<file path="src/rtl/lab3_pattern_pkg.sv">
// ============================================================================
// Module   : lab3_pattern_pkg
// Purpose  : Shared mode encodings, FSM state type and reset pattern for the
//            lab-3 pattern sequencer.
// Revision : 1.0
// ============================================================================
`default_nettype none

package lab3_pattern_pkg;

  localparam logic [1:0] MODE_TOGGLE = 2'b00;
  localparam logic [1:0] MODE_ROL    = 2'b01;
  localparam logic [1:0] MODE_ROR    = 2'b10;
  localparam logic [1:0] MODE_HOLD   = 2'b11;

  typedef enum logic [1:0] {
    IDLE = 2'd0,
    LOAD = 2'd1,
    RUN  = 2'd2,
    DONE = 2'd3
  } state_t;

  // Alternating pattern with bit0=1, valid for widths up to 64.
  function automatic logic [63:0] reset_pattern(input int unsigned width);
    logic [63:0] p;
    p = '0;
    for (int unsigned i = 0; i < 64; i++) begin
      if ((i < width) && (i % 2 == 0)) p[i] = 1'b1;
    end
    return p;
  endfunction

endpackage

`default_nettype wire

</file>
<file path="src/rtl/lab3_pattern_step.sv">
// ============================================================================
// Module   : lab3_pattern_step
// Purpose  : Combinational single-step function of the pattern register.
// Revision : 1.0
// ============================================================================
`default_nettype none

module lab3_pattern_step
  import lab3_pattern_pkg::*;
#(
  parameter int DFF_num = 8
) (
  input  logic [DFF_num-1:0] q,
  input  logic [1:0]         mode,
  output logic [DFF_num-1:0] q_next
);

  always_comb begin
    q_next = q;
    case (mode)
      MODE_TOGGLE: q_next = ~q;
      MODE_ROL:    q_next = {q[DFF_num-2:0], q[DFF_num-1]};
      MODE_ROR:    q_next = {q[0], q[DFF_num-1:1]};
      default:     q_next = q;
    endcase
  end

endmodule

`default_nettype wire

</file>
<file path="src/rtl/lab3_pattern_ctrl.sv">
// ============================================================================
// Module   : lab3_pattern_ctrl
// Purpose  : Commanded sequencer: loads a seed, steps it len cycles in the
//            latched mode, then pulses done. Abortable while busy.
// Revision : 1.0
// ============================================================================
`default_nettype none

module lab3_pattern_ctrl
  import lab3_pattern_pkg::*;
#(
  parameter int DFF_num = 8,
  parameter int CNT_W   = 5
) (
  input  logic               clk,
  input  logic               rst_n,
  input  logic               start,
  input  logic [1:0]         mode,
  input  logic [DFF_num-1:0] seed,
  input  logic [CNT_W-1:0]   len,
  input  logic               abort,
  output logic [DFF_num-1:0] q,
  output logic               busy,
  output logic               done
);

  localparam logic [DFF_num-1:0] c_rst_q = DFF_num'(reset_pattern(DFF_num));

  state_t             r_state, w_state_nxt;
  logic [DFF_num-1:0] r_q, w_q_nxt;
  logic [DFF_num-1:0] r_seed, w_seed_nxt;
  logic [CNT_W-1:0]   r_cnt, w_cnt_nxt;
  logic [CNT_W-1:0]   r_len, w_len_nxt;
  logic [1:0]         r_mode, w_mode_nxt;
  logic [DFF_num-1:0] w_step_q;

  lab3_pattern_step #(
    .DFF_num (DFF_num)
  ) u_step (
    .q      (r_q),
    .mode   (r_mode),
    .q_next (w_step_q)
  );

  always_ff @(posedge clk or negedge rst_n) begin
    if (!rst_n) begin
      r_state <= IDLE;
      r_q     <= c_rst_q;
      r_seed  <= '0;
      r_cnt   <= '0;
      r_len   <= '0;
      r_mode  <= MODE_TOGGLE;
    end else begin
      r_state <= w_state_nxt;
      r_q     <= w_q_nxt;
      r_seed  <= w_seed_nxt;
      r_cnt   <= w_cnt_nxt;
      r_len   <= w_len_nxt;
      r_mode  <= w_mode_nxt;
    end
  end

  always_comb begin
    w_state_nxt = r_state;
    w_q_nxt     = r_q;
    w_seed_nxt  = r_seed;
    w_cnt_nxt   = r_cnt;
    w_len_nxt   = r_len;
    w_mode_nxt  = r_mode;
    case (r_state)
      IDLE: begin
        // abort beats a simultaneous start
        if (start && !abort) begin
          w_mode_nxt  = mode;
          w_len_nxt   = len;
          w_seed_nxt  = seed;
          w_state_nxt = LOAD;
        end
      end
      LOAD: begin
        if (abort) begin
          w_state_nxt = IDLE;
        end else begin
          w_q_nxt     = r_seed;
          w_cnt_nxt   = r_len;
          w_state_nxt = (r_len != '0) ? RUN : DONE;
        end
      end
      RUN: begin
        if (abort) begin
          w_state_nxt = IDLE;
        end else begin
          w_q_nxt   = w_step_q;
          w_cnt_nxt = r_cnt - CNT_W'(1);
          if (r_cnt == CNT_W'(1)) w_state_nxt = DONE;
        end
      end
      DONE:    w_state_nxt = IDLE;
      default: w_state_nxt = IDLE;
    endcase
  end

  assign q    = r_q;
  assign busy = (r_state != IDLE);
  assign done = (r_state == DONE);

endmodule

`default_nettype wire
</file>
<file path="config.mk">
export PLATFORM = sky130hd
export DESIGN_NAME = lab3_pattern_ctrl
export DESIGN_NICKNAME = d
export VERILOG_FILES = /design/src/rtl/lab3_pattern_pkg.sv /design/src/rtl/lab3_pattern_step.sv /design/src/rtl/lab3_pattern_ctrl.sv
export SDC_FILE = /design/constraint.sdc
export NUM_CORES = 1
export LEC_CHECK = 0
export ABC_CLOCK_PERIOD_IN_PS = 2100
export CORE_MARGIN = 2
export CORE_UTILIZATION = 50
export DETAILED_ROUTE_END_ITERATION = 10
export DONT_BUFFER_PORTS = 1
export SETUP_SLACK_MARGIN = 0.2
export SLEW_MARGIN = 20
export SYNTH_ARGS = -nofsm -noshare
export SYNTH_HDL_FRONTEND = slang
export SYNTH_SLANG_ARGS = --single-unit
export TNS_END_PERCENT = 1
</file>
<file path="constraint.sdc">
create_clock -name clk -period 2.1 [get_ports clk]
set_clock_uncertainty 0.05 [all_clocks]
set_input_delay 0.21 -clock clk [delete_from_list [all_inputs] [get_ports clk]]
set_output_delay 0.21 -clock clk [all_outputs]
set_load 0.005 [all_outputs]
</file>
==> results_dict.tcl <==
set metrics [dict create \
    run_status "completed" \
    async_flop_share_pct 100 \
    peakVddDrop_uv 643 \
    die_w_um 62.9 \
    wl_per_cell_um 16.4 \
    ys.warnings.count 0 \
    clk_latency_ns 0.33 \
    critPathRequiredTime_ns 2.27 \
    p_per_area_mw_per_mm2 1440 \
    worst_pin_slew_ns 0.381 \
    crit_path_end_kind "register" \
    routabilityCongestion 0.768 \
    final.period_utilization_pct 88.4 \
    fin_crit_ns 1.86 \
    cts-buffers-inserted 5 \
    cp_data_arrival_time_ns 2.02 \
    diodes 0 \
    fmaxAchievable_ghz 0.538 \
    grt_max_degree 31 \
    rsz0062_at_grt "true" \
    syn_to_final_growth_pct 17.7 \
    drive_gt1_share_pct 26.7 \
    synth_flop_cell "dfrtp_1" \
    final_cell_mix "dfrtp_1 (26), mux2_2 (22), dlygate4sd3_1 (17), a22oi_1 (9), ha_1 (9)" \
    final_common_cell "dfrtp_1" \
    die_area_mm2 0.00396 \
    hold_viol 0 \
    h-tree-depth 2 \
    overflow 0 \
    start_kind "register" \
    yosysSeqAreaShare_pct 43.6 \
    max_cap_violations 0 \
    drc 0 \
    coreArea_mm2 0.00334 \
    stdcell_count 218 \
    final_max_slew_viol_count 0 \
    grt_pass1_vias 1312 \
    synth_compound_area_share_pct 14.6 \
    setup_tns_ns 0 \
    synth_top_area_share_pct 37.5 \
    yosysTopAreaCell "dfrtp_1" \
    hpwl_um 2530 \
    die_y_um 62.9 \
    critical_path_class "reg -> reg" \
    grt_pass1_wl_um 6460 \
    via_per_inst 5.73 \
    syn_nets 180 \
    dp.cells 192 \
    vias 1249 \
    initial_utilization_pct 52.0 \
    muxShareOfSynthArea_pct 15.4 \
    synth-xor-area-share_pct 0 \
    ys_types 43 \
    multi_input_area_um2 913 \
    synth_fa_ha_area_share_pct 7.22 \
    cts_tree "built" \
    ioPinCount 29 \
    clk_path_buf_depth 2 \
    syn_inst 151 \
    drt-total-wl_um 3570 \
    synth-edff-count 0 \
    dr.first_iter.drc_count 65 \
    max_slew_margin_pct 74.6 \
    ctsRootBufferMaster "clkbuf_4" \
    postRouteAntennaNets 0 \
    cts.sinks 30 \
    fillers 294 \
    post_cts_buffers 0 \
    synth_seq_cells 30 \
    place.port_buffers 0 \
    grt_usage_pct 21.1 \
    power.leakage_nw 0.871 \
    first_pass_iters 4 \
    syn_area_per_cell_um2 11.5 \
    seqCellArea_um2 756 \
    hp-class "in -> reg" \
    synth_top_family_by_area "multiplexers" \
    crit_fanout 8 \
    netlist_area_mm2 0.00173 \
    ys_top_cells_by_area "dfrtp_1 (38%), mux2_2 (14%), ha_1 (7.2%), dfstp_2 (6.1%), a22oi_1 (3.9%)" \
    finalSetupViolCount 0 \
    yosys.area_share.simple_pct 14.1 \
    grt_antenna_before_repair 0 \
    rows 21 \
    path_clk_slew_ns 0.09 \
    final_nets 200 \
]
[through the flow]
stage               setup WS, ns  total power, mW  hold WS (ns)  util [%]  cell area, µm²
finish                     0.243             2.94        0.0485      61.2            2040
global route               0.162             3.20        0.0573      61.2            2040
CTS                        0.157             2.92        0.0286      60.5            2020
detailed placement         0.160             2.51        -0.135      53.0            1770
global placement           0.228             2.46        -0.135      53.0            1770
floorplan                  0.224             2.21        -0.136         -            1730
[final cells by class]
type / count / area share [%]
Clock inverter: 1 / 0.245
Timing Repair Buffer: 22 / 10.8
Tap cell: 46 / 2.82
Clock buffer: 7 / 2.70
Inverter: 9 / 1.66
Multi-Input combinational cell: 103 / 44.8
Sequential cell: 30 / 37.0
[sequential cells by signal (all words and copies together) (netlist names)]
register / flops
r_cnt: 5
r_state: 2
r_mode: 2
r_len: 5
r_seed: 8
q: 8
[per-layer routing]
metal	share of wire (%)	track usage [%]	vias to the layer above
li1	-	-	599
met5	0	0	-
met2	42	30.2	41
met4	0.95	6.67	0
met3	6.4	6.67	5
met1	50	30.3	604
[power breakdown]
part / total, mW / switching [mW] / internal, mW
clock: 0.359 / 0.197 / 0.162
combinational: 1.36 / 0.638 / 0.718
sequential: 1.23 / 0.320 / 0.910
[cells in the mapped netlist, drive strengths merged, types with 2 or more instances]
cell type  count
and3b          4
ha            10
nor4b          2
o31ai          2
mux2          22
a211oi         4
clkbuf         3
a221oi         5
o21ai          2
a22oi          9
mux2i          2
o2bb2ai        2
dfstp          4
inv            9
nand3          2
a31oi          2
nand2          4
nor2b          4
buf            6
or4b           2
nor2           8
dfrtp         26
[critical path: stages (launching register included)]
cell	delay (ns)
dfrtp_1	0.39
inv_1	0.07
ha_1	0.21
or4b_4	0.54
nand3_4	0.13
mux2_2	0.35
[what timing repair did]
item | in CTS | in global routing
setup endpoints to repair | 19 | 24
hold buffers | 18 | 0
resized for setup | 1 | 5
hold endpoints to repair | 46 | 0
[path summary, 6_finish.rpt]
path                                        from                endpoint  slack (ns)  cells past startpoint
max                        r_mode[0]$_DFFE_PN0P_        q[5]$_DFFE_PN0P_        0.24                      5
min                                        abort  r_state[0]$_DFFE_PN0P_        0.05                      3
max reg2reg                r_mode[0]$_DFFE_PN0P_        q[5]$_DFFE_PN0P_        0.24                      5
min reg2reg                r_seed[6]$_DFFE_PN0P_   r_seed[6]$_DFFE_PN0P_        0.47                      1
max in group asynchronous                  rst_n        q[2]$_DFFE_PN1P_        1.49                      2
min in group asynchronous                  rst_n    r_cnt[3]$_DFFE_PN0P_        0.26                      2
[logic make-up (layout without fill, tap and decap cells)]
logic type / after synthesis / count (layout)
flip-flops: 30 / 30
AO/OA/AOI/OAI: 33 / 33
adder cells (fa/ha/maj): 10 / 10
AND/OR/NAND/NOR: 36 / 36
buffers and inverters: 18 / 39
multiplexers: 24 / 24
Power figures use the tool's default switching activity.
